===== src/rtl/bus8_initiator.sv =====
// Bus8 initiator: turns single-word local requests into one-cycle Bus8 strobes and returns read data.
// Optional macro BUS8_INITIATOR_WR_ACK_EN adds a zero-data response pulse after every write.
module bus8_initiator #(
    parameter int ADDR_WIDTH = 8,
    parameter int TIMEOUT    = 16
) (
    input  logic                  i_Bus_Clk,
    input  logic                  i_Bus_Rst,
    input  logic                  i_Req_Valid,
    output logic                  o_Req_Ready,
    input  logic                  i_Req_Wr_Rd_n,
    input  logic [ADDR_WIDTH-1:0] i_Req_Addr,
    input  logic [7:0]            i_Req_Wr_Data,
    output logic                  o_Rsp_DV,
    output logic [7:0]            o_Rsp_Data,
    output logic                  o_Rsp_Timeout,
    output logic                  o_Bus_CS,
    output logic                  o_Bus_Wr_Rd_n,
    output logic [ADDR_WIDTH-1:0] o_Bus_Addr8,
    output logic [7:0]            o_Bus_Wr_Data,
    input  logic [7:0]            i_Bus_Rd_Data,
    input  logic                  i_Bus_Rd_DV
);

    localparam int CNT_W = $clog2(TIMEOUT + 1);
    localparam logic [CNT_W-1:0] CNT_LAST = CNT_W'(TIMEOUT - 1);

    typedef enum logic [1:0] {IDLE, ISSUE, WAIT_RD, RESP} state_t;

    state_t                  state_q, state_d;
    logic [CNT_W-1:0]        cnt_q, cnt_d;
    logic                    ready_q, ready_d;
    logic                    cs_q, cs_d;
    logic                    wr_q, wr_d;
    logic [ADDR_WIDTH-1:0]   addr_q, addr_d;
    logic [7:0]              wdata_q, wdata_d;
    logic                    rsp_dv_q, rsp_dv_d;
    logic [7:0]              rsp_data_q, rsp_data_d;
    logic                    rsp_to_q, rsp_to_d;

    always_comb begin
        state_d    = state_q;
        cnt_d      = cnt_q;
        wr_d       = wr_q;
        addr_d     = addr_q;
        wdata_d    = wdata_q;
        rsp_data_d = rsp_data_q;
        rsp_to_d   = rsp_to_q;

        case (state_q)
            IDLE: begin
                if (i_Req_Valid && ready_q) begin
                    wr_d    = i_Req_Wr_Rd_n;
                    addr_d  = i_Req_Addr;
                    wdata_d = i_Req_Wr_Data;
                    state_d = ISSUE;
                end
            end
            ISSUE: begin
                if (wr_q) begin
`ifdef BUS8_INITIATOR_WR_ACK_EN
                    rsp_data_d = 8'h00;
                    rsp_to_d   = 1'b0;
                    state_d    = RESP;
`else
                    state_d    = IDLE;
`endif
                end else begin
                    cnt_d   = '0;
                    state_d = WAIT_RD;
                end
            end
            WAIT_RD: begin
                // A DV arriving on the final wait cycle still beats the timeout.
                if (i_Bus_Rd_DV) begin
                    rsp_data_d = i_Bus_Rd_Data;
                    rsp_to_d   = 1'b0;
                    state_d    = RESP;
                end else if (cnt_q == CNT_LAST) begin
                    rsp_data_d = 8'h00;
                    rsp_to_d   = 1'b1;
                    state_d    = RESP;
                end else begin
                    cnt_d = cnt_q + CNT_W'(1);
                end
            end
            RESP: begin
                state_d = IDLE;
            end
            default: begin
                state_d = IDLE;
            end
        endcase

        // Registered strobes are derived from the state being entered.
        ready_d  = (state_d == IDLE);
        cs_d     = (state_d == ISSUE);
        rsp_dv_d = (state_d == RESP);
    end

    always_ff @(posedge i_Bus_Clk or posedge i_Bus_Rst) begin
        if (i_Bus_Rst) begin
            state_q    <= IDLE;
            cnt_q      <= '0;
            ready_q    <= 1'b0;
            cs_q       <= 1'b0;
            wr_q       <= 1'b0;
            addr_q     <= '0;
            wdata_q    <= 8'h00;
            rsp_dv_q   <= 1'b0;
            rsp_data_q <= 8'h00;
            rsp_to_q   <= 1'b0;
        end else begin
            state_q    <= state_d;
            cnt_q      <= cnt_d;
            ready_q    <= ready_d;
            cs_q       <= cs_d;
            wr_q       <= wr_d;
            addr_q     <= addr_d;
            wdata_q    <= wdata_d;
            rsp_dv_q   <= rsp_dv_d;
            rsp_data_q <= rsp_data_d;
            rsp_to_q   <= rsp_to_d;
        end
    end

    assign o_Req_Ready   = ready_q;
    assign o_Bus_CS      = cs_q;
    assign o_Bus_Wr_Rd_n = wr_q;
    assign o_Bus_Addr8   = addr_q;
    assign o_Bus_Wr_Data = wdata_q;
    assign o_Rsp_DV      = rsp_dv_q;
    assign o_Rsp_Data    = rsp_data_q;
    assign o_Rsp_Timeout = rsp_to_q;

endmodule


===== config.mk =====
export PLATFORM = sky130hd
export DESIGN_NAME = bus8_initiator
export DESIGN_NICKNAME = d
export VERILOG_FILES = /design/src/rtl/bus8_initiator.sv
export SDC_FILE = /design/constraint.sdc
export NUM_CORES = 1
export LEC_CHECK = 0
export ABC_AREA = 1
export CAP_MARGIN = 30
export CORE_MARGIN = 1.5
export CORE_UTILIZATION = 46
export DETAILED_ROUTE_END_ITERATION = 12
export GPL_TIMING_DRIVEN = 0
export PLACE_DENSITY = 0.84
export SYNTH_ARGS = -nofsm -noshare
export SYNTH_HDL_FRONTEND = slang
export SYNTH_SLANG_ARGS = --single-unit

===== constraint.sdc =====
create_clock -name i_Bus_Clk -period 2.3 [get_ports i_Bus_Clk]
set_input_delay 0.46 -clock i_Bus_Clk [delete_from_list [all_inputs] [get_ports i_Bus_Clk]]
set_output_delay 0.46 -clock i_Bus_Clk [all_outputs]
set_load 0.01 [all_outputs]

### Word level (Yosys, flattened, before mapping)

Index checks and enable logic that the tools add are counted.

* bits in registers: 36
* bits in latches: 0
* memory bits (writable): 0
* memory bits (read-only): 0
* bits of input ports: 29
* output and inout port bits: 29
* word-level logic and storage cells: 41
* memories kept: 0

* add/sub/neg operators: 1
* multiply operators: 0
* div/mod/pow operators: 0
* $lt $le $gt $ge: 0
* eq/ne operators: 9
* shift-type cells: 0
* muxes and demuxes: 13
* bitwise operators: 0
* reduce and logical (&&, ||, !) cells: 8

Operators by type and width (count)
* 8-bit two-way mux: 2
* 5-bit two-way mux: 3
* 5-bit one-hot mux with 2 select lines: 1
* 2-bit two-way mux: 4
* 2-bit one-hot mux with 4 select lines: 1
* 2-bit equality test (second input constant): 3
* 2-bit != test (second input constant): 3
* 5-bit by 1-bit adder with 5-bit output (second input constant): 1
* 5-bit by 4-bit equality test with 1-bit output (second input constant): 1
* 2-bit by 1-bit equality test with 1-bit output (second input constant): 2
* 2-bit zero test: 2
* 2-bit AND reduction: 2
* 4-bit AND reduction: 1
* 2-bit nonzero test: 2
* 1-bit two-way mux: 2
* 1-bit logical AND: 1

### Depth between registers and ports, before layout

Gate-level depths: netlist (run 1).

* depth in word-level cells: 5
* gate-level depth with buffers: 9
* gate-level depth less buffers: 9

### Worst setup path before layout (run 1)

Ideal clock, no wire load.

* path type: reg-to-reg
* start: reg cnt_q[0]
* end: reg cnt_q[0]
* library setup time: 0.124 ns
* arrival: 1.376 ns
* data required time: 2.176 ns
* slack: 0.800 ns
* cell stages (with the launch flop): 10
* path buffers: 0
* clock period less this slack: 1.500 ns
* cells stage by stage: dfrtp_1 ha_1 nand2_1 nor2_1 ha_1 or2_4 nand2_4 nand2_4 nand2_1 o21ai_1

* longest elaborated chain between the ends: 4
* elaborated cells between the ends (all ways): 7
* those cells by class: 1 x add/sub; 2 x eq/ne; 3 x mux; 1 x reduce/logical

RTL lines
* from (decl): line 31 `logic [CNT_W-1:0] cnt_q, cnt_d;`
* from (signal assigned): line 115 `cnt_q <= cnt_d;`
* 5-bit by 1-bit adder with 5-bit output: line 84 `cnt_d = cnt_q + CNT_W'(1);`
* 5-bit two-way mux: line 79 `end else if (cnt_q == CNT_LAST) begin`
* 5-bit two-way mux: line 75 `if (i_Bus_Rd_DV) begin`
* 5-bit one-hot mux with 2 select lines: line 50 `case (state_q)`

Parallel ways exist; a longest one is shown, timed or not. The select of a mux whose other input is x is not followed.
A chain may end at the register's enable or synchronous reset.

### Worst setup path after layout (run 1)

* start: reg ready_q (netlist: o_Req_Ready)
* end: out o_Req_Ready

RTL lines
* from (decl): line 32 `logic ready_q, ready_d;`
* from (signal assigned): line 116 `ready_q <= ready_d;`
* to (decl): line 10 `output logic o_Req_Ready,`

No word-level cell between the ends.

==> results of run 1 <==
synthesized netlist by cell type:
cell type / count
buf_12: 1
inv_2: 2
buf_2: 1
o21ai_1: 4
nand4_1: 1
or2_2: 1
dfrtp_1: 36
nand4_4: 1
nand3_2: 1
or2_4: 1
nand2_1: 78
nor2_1: 2
ha_1: 2
nand3_1: 12
buf_6: 2
o21ai_0: 2
inv_1: 7
nand2_4: 2
buf_4: 1
kinds of logic (layout without fill, tap and decap cells):
logic type	Yosys count	after routing	share of synthesized area, %
and+or+nand+nor	99	99	29.4
DFF	36	36	60.9
buffers and inverters	14	78	6.00
AOI/OAI and AO/OA	6	6	2.03
adders and majority gates	2	2	1.69
sequential cells by signal, summed over array words and instances, names as in the netlist:
| name | flops |
|---|---|
| o_Rsp_Timeout | 1 |
| o_Rsp_Data | 8 |
| o_Bus_CS | 1 |
| o_Bus_Wr_Data | 8 |
| o_Bus_Wr_Rd_n | 1 |
| cnt_q | 5 |
| o_Bus_Addr8 | 8 |
| state_q | 2 |
| o_Req_Ready | 1 |
| o_Rsp_DV | 1 |
layer usage:
metal | part of all wire (%) | routed length (um) | vias to the layer above | track usage, %
met5 | 0 | 0 | - | 0
li1 | - | - | 615 | -
met1 | 45 | 1330 | 579 | 24.5
met2 | 48 | 1420 | 37 | 30.4
met3 | 5.9 | 175 | 5 | 4.98
met4 | 1.6 | 48 | 0 | 9.52
final timing paths:
kind                               endpoint  cells after the start
max in group asynchronous  o_Bus_Wr_Data[0]                      3
max reg2reg                        cnt_q[0]                      9
min in group asynchronous    o_Bus_Addr8[1]                      2
min                           o_Rsp_Timeout                      2
min reg2reg                   o_Rsp_Data[6]                      2
max                             o_Req_Ready                      1
power by group:
part	internal, mW	switching [mW]
clock network	0.113	0.186
registers	0.905	0.156
logic	0.648	0.584
cell type report:
cell class,count,area share (%)
multi-input cells,107,22.6
flip-flops and latches,36,41.5
repair buffers,57,27.1
plain buffers,5,2.54
clock inverters,1,0.231
clock buffers,6,1.90
inverters,9,1.56
well taps,44,2.54
cells in the final DEF, fill, tap and decap left out:
master,synthesis,final
or2_4,1,1
nand2_4,2,2
nand4_4,1,1
nand4_1,1,1
nand3_2,1,1
clkdlybuf4s50_1,0,56
inv_1,7,7
buf_12,1,1
o21ai_1,4,4
or2_2,1,1
clkinv_2,0,1
buf_6,2,2
buf_16,0,1
nor2_1,2,2
clkbuf_1,0,1
buf_4,1,1
ha_1,2,2
nand3_1,12,12
o21ai_0,2,2
clkbuf_4,0,5
nand2_1,78,78
inv_2,2,2
buf_2,1,1
dfrtp_1,36,36
through the flow:
step	utilization, %	hold slack [ns]	std cells	instance area [um^2]	setup slack, ns
2_1_floorplan	-	0.459	157	1480	0.800
3_3_place_gp	68.6	0.454	257	2100	0.270
3_5_place_dp	69.5	0.458	258	2120	0.559
4_1_cts	71.1	0.378	265	2170	0.558
5_1_grt	71.1	0.372	265	2170	0.509
6_report	71.1	0.389	265	2170	0.576
==> impl_metrics.tcl, run 1 <==
set metrics [dict create \
    cts-root-buf "clkbuf_4" \
    rsz0062_at_grt "false" \
    syn2layout_area_growth_pct 46.6 \
    dieArea_mm2 0.00357 \
    ys_ff_latch 36 \
    timing.fmax_mhz 580 \
    min_period_over_period_pct 75.0 \
    mappedNetlistNets 188 \
    drv_cap 0 \
    ys_types 19 \
    die_h_um 59.7 \
    antenna_found_initial 0 \
    layout-drive-gt1-share_pct 9.05 \
    detail_route.wl_per_cell_um 11.2 \
    setup_tns_ns 0 \
    grt_max_degree 24 \
    p_leak_nw 1.07 \
    cts.sinks 36 \
    endpoint_kind "output pin" \
    vias_per_cell 4.66 \
    die_w_um 59.7 \
    worstSetupPathType "flop to output pin" \
    htree_levels 2 \
    cpLargestDelayFamily "buffers and inverters" \
    skew_ns 0.00514 \
    setup_violations 0 \
    crit_start "o_Req_Ready" \
    worst-path-buf-inv 1 \
    cp.required_ns 1.84 \
    drtIter0Drc 23 \
    synth-seq-area-share_pct 60.9 \
    multi_input_area_um2 490 \
    design_power_total_mw 2.59 \
    yosysTopAreaCellShare_pct 60.9 \
    yosys-top-cells-area "dfrtp_1 (61%), nand2_1 (20%), nand3_1 (4.1%), inv_1 (1.8%), ha_1 (1.7%)" \
    cts_setup_buffers 0 \
    worst_r2r_startpoint "cnt_q[0]" \
    route.detailed.drc 0 \
    critPathSlowestCell "clkdlybuf4s50_1" \
    core_area_mm2 0.00305 \
    status "completed" \
    worstMarginPinSlew_ns 0.604 \
    pwr_density_cell_mw_per_mm2 1190 \
    yosys_warnings 0 \
    synth_top_cell_by_area "dfrtp_1" \
    crit_chain "clkdlybuf4s50_1" \
    hold_violations 0 \
    vdd_drop_max_uv 594 \
    seq_area_um2 901 \
    cts.path.max_buffers 2 \
    final_nets 252 \
    fillCellCount 240 \
    track_usage_pct 19.3 \
    gp_congestion 0.789 \
    place_hpwl_mm 2.20 \
    finalWorstPathRequiredPeriod_ns 1.72 \
    clock_latency_ns 0.32 \
    min_from "i_Bus_Rd_DV" \
    final_antenna_net_count 0 \
    ios 58 \
    cts_resized 0 \
    path_clk_slew_ns 0.10 \
    synth.avg_cell_area_um2 9.43 \
    synthCells 157 \
    hold_buffers 0 \
    grt_first_pass_wirelength_mm 4.97 \
    diodes 0 \
    cp.arrival_ns 1.26 \
    worst_hold_path_type "primary input to flop" \
    reg2reg_slack_ns 0.65 \
    crit_fanout 2 \
    slew-limit-headroom_pct 59.7 \
    cts_made_buffers 5 \
    rows 20 \
    start_kind "flop" \
    drt_wl_total_mm 2.97 \
    grt_overflow 0 \
    first_pass_iters 4 \
    critPathMaxStageDelay_ns 0.55 \
    netlist_area_mm2 0.00148 \
    start_util_pct 48.5 \
    first_global_vias 1130 \
    numPortBuffers 56 \
    cts_tree "done" \
    vias 1236 \
    drv_slew 0 \
]
No activity file was read; power rests on OpenSTA's default activity.
==> run 2: changes to the inputs <==
--- a/config.mk
+++ b/config.mk
@@ -8,10 +8,10 @@
 export ABC_AREA = 1
 export CAP_MARGIN = 30
 export CORE_MARGIN = 1.5
-export CORE_UTILIZATION = 46
+export CORE_UTILIZATION = 38
 export DETAILED_ROUTE_END_ITERATION = 12
 export GPL_TIMING_DRIVEN = 0
-export PLACE_DENSITY = 0.84
+export PLACE_DENSITY = 0.74
 export SYNTH_ARGS = -nofsm -noshare
 export SYNTH_HDL_FRONTEND = slang
 export SYNTH_SLANG_ARGS = --single-unit
==> constraint.sdc (replaced) <==
create_clock -name i_Bus_Clk -period 1.51 [get_ports i_Bus_Clk]
set_input_delay 0.302 -clock i_Bus_Clk [delete_from_list [all_inputs] [get_ports i_Bus_Clk]]
set_output_delay 0.302 -clock i_Bus_Clk [all_outputs]
set_load 0.01 [all_outputs]
==> impl_metrics.tcl, run 2 (synthesis results as in run 1) <==
set metrics [dict create \
    timing.fmax_mhz 660 \
    grt_max_degree 21 \
    min_period_over_period_pct 100 \
    numPortBuffers 56 \
    setup_violations 2 \
    place_hpwl_mm 2.21 \
    rows 22 \
    start_kind "flop" \
    cts_tree "done" \
    first_global_vias 1141 \
    drtIter0Drc 46 \
    place_area_mm2 0.00213 \
    path_clk_slew_ns 0.07 \
    track_usage_pct 15.8 \
    finalWorstPathRequiredPeriod_ns 1.52 \
    rsz0062_at_grt "true" \
    vdd_drop_max_uv 852 \
    hold_buffers 0 \
    detail_route.wl_per_cell_um 11.7 \
    drv_slew 0 \
    pwr_density_cell_mw_per_mm2 1890 \
    status "finished, violations left" \
    hold_violations 0 \
    drv_cap 0 \
    cts_made_buffers 5 \
    syn2layout_area_growth_pct 59.2 \
    vias_per_cell 4.44 \
    worst_hold_path_type "primary input to flop" \
    cp.arrival_ns 1.74 \
    clock_latency_ns 0.28 \
    crit_fanout 10 \
    violations "negative setup slack" \
    cts.sinks 36 \
    slew-limit-headroom_pct 51.9 \
    cp_common_cell "ha_2" \
    first_pass_iters 4 \
    grt_overflow 0 \
    final_area_mm2 0.00236 \
    critPathMaxStageDelay_ns 0.40 \
    final_nets 255 \
    worstSetupPathType "flop to flop" \
    die_h_um 65.4 \
    cts.path.max_buffers 2 \
    crit_chain "ha_2, nand2_2, nor2_2, ha_2, or2_4, nand2_8, buf_12, nand3_2, nand2_1" \
    drt_wl_total_mm 3.18 \
    worstMarginPinSlew_ns 0.721 \
    setup_tns_ns -0.00917 \
    layout_commonest_cell "nand2_1" \
    mostFrequentLayoutCells "nand2_1 (76), dfrtp_1 (36), clkdlybuf4s50_1 (35)" \
    p_leak_nw 1.37 \
    core_area_mm2 0.00369 \
    diodes 0 \
    cp.required_ns 1.73 \
    critPathSlowestCell "dfrtp_1" \
    cts-root-buf "clkbuf_8" \
    route.detailed.drc 0 \
    setup_slack_ns -0.00615 \
    die_w_um 65.4 \
    fillCellCount 311 \
    layout-drive-gt1-share_pct 13.3 \
    dieArea_mm2 0.00428 \
    ios 58 \
    htree_levels 2 \
    grt_first_pass_wirelength_mm 5.06 \
    hold_slack_ns 0.261 \
    final_antenna_net_count 0 \
    skew_ns 0.00690 \
    endpoint_kind "flop" \
    antenna_found_initial 0 \
    vias 1211 \
    start_util_pct 40.1 \
    gp_congestion 0.786 \
]
## run 2: cell types whose count changed in the layout (fill, tap and decap cells not counted), moves of 3 or more
cell	change
dlymetal6s2s_1	+20
clkdlybuf4s50_1	-21
buf_4	+3
clkbuf_8	+7
clkbuf_4	-5
## run 2: final timing paths
path                                from          endpoint  slack (ns)  depth (start not counted)
hold reg to reg            o_Rsp_Data[6]     o_Rsp_Data[6]        0.47                          2
min in group asynchronous      i_Bus_Rst          o_Rsp_DV        0.45                          2
setup / recovery                cnt_q[1]          cnt_q[1]      -0.006                          9
hold / removal               i_Bus_Rd_DV     o_Rsp_Timeout        0.26                          2
max in group asynchronous      i_Bus_Rst  o_Bus_Wr_Data[3]        0.52                          3
setup reg to reg                cnt_q[1]          cnt_q[1]      -0.006                          9
## run 2: final cells by class
type | count | area, um^2 | area share (%)
flip-flops and latches | 36 | 901 | 38.2
plain buffers | 5 | 55.1 | 2.34
multi-input cells | 107 | 520 | 22.1
clock buffers | 7 | 96.3 | 4.09
inverters | 9 | 33.8 | 1.43
well taps | 48 | 60.1 | 2.55
clock inverters | 1 | 30.0 | 1.27
repair buffers | 60 | 659 | 28.0
## run 2: per-stage QoR
stage               setup slack, ns  instances  power [mW]  utilization (%)
finish                     -0.00615        273        4.44             63.9
global route                -0.0701        273        4.78             63.9
CTS                        -0.00668        272        4.49             61.8
detailed placement           -0.122        262        3.53             57.7
global placement             -0.382        261        3.48             57.0
floorplan                    0.0103        157        2.55                -
## run 2: timing repair
item                                    CTS  global route
pin swaps                                 3             1
buffers inserted                          2             1
endpoints found under the setup margin   16            35
endpoints found under the hold margin     0             0
resized for setup                         5            23
## run 2: worst max-delay path, delay by kind of cell (launching register included)
family,cells,cell delay (ns)
fa+ha+maj,2,0.36
simple gates,6,0.58
buf+inv,1,0.13
flops,1,0.40
## run 2: power breakdown
group,switching (mW),internal (mW)
Sequential,0.211,1.38
Clock,0.324,0.582
Combinational,0.962,0.982
Total,1.50,2.94
## run 2: per-layer routing
metal | wire length (um) | share of wire [%] | vias to the layer above | track usage, %
met2 | 1510 | 47 | 43 | 25.9
met4 | 40 | 1.3 | 0 | 7.03
met1 | 1380 | 43 | 542 | 18.5
li1 | - | - | 622 | -
met3 | 253 | 8.0 | 4 | 5.99
met5 | 0 | 0 | - | 0
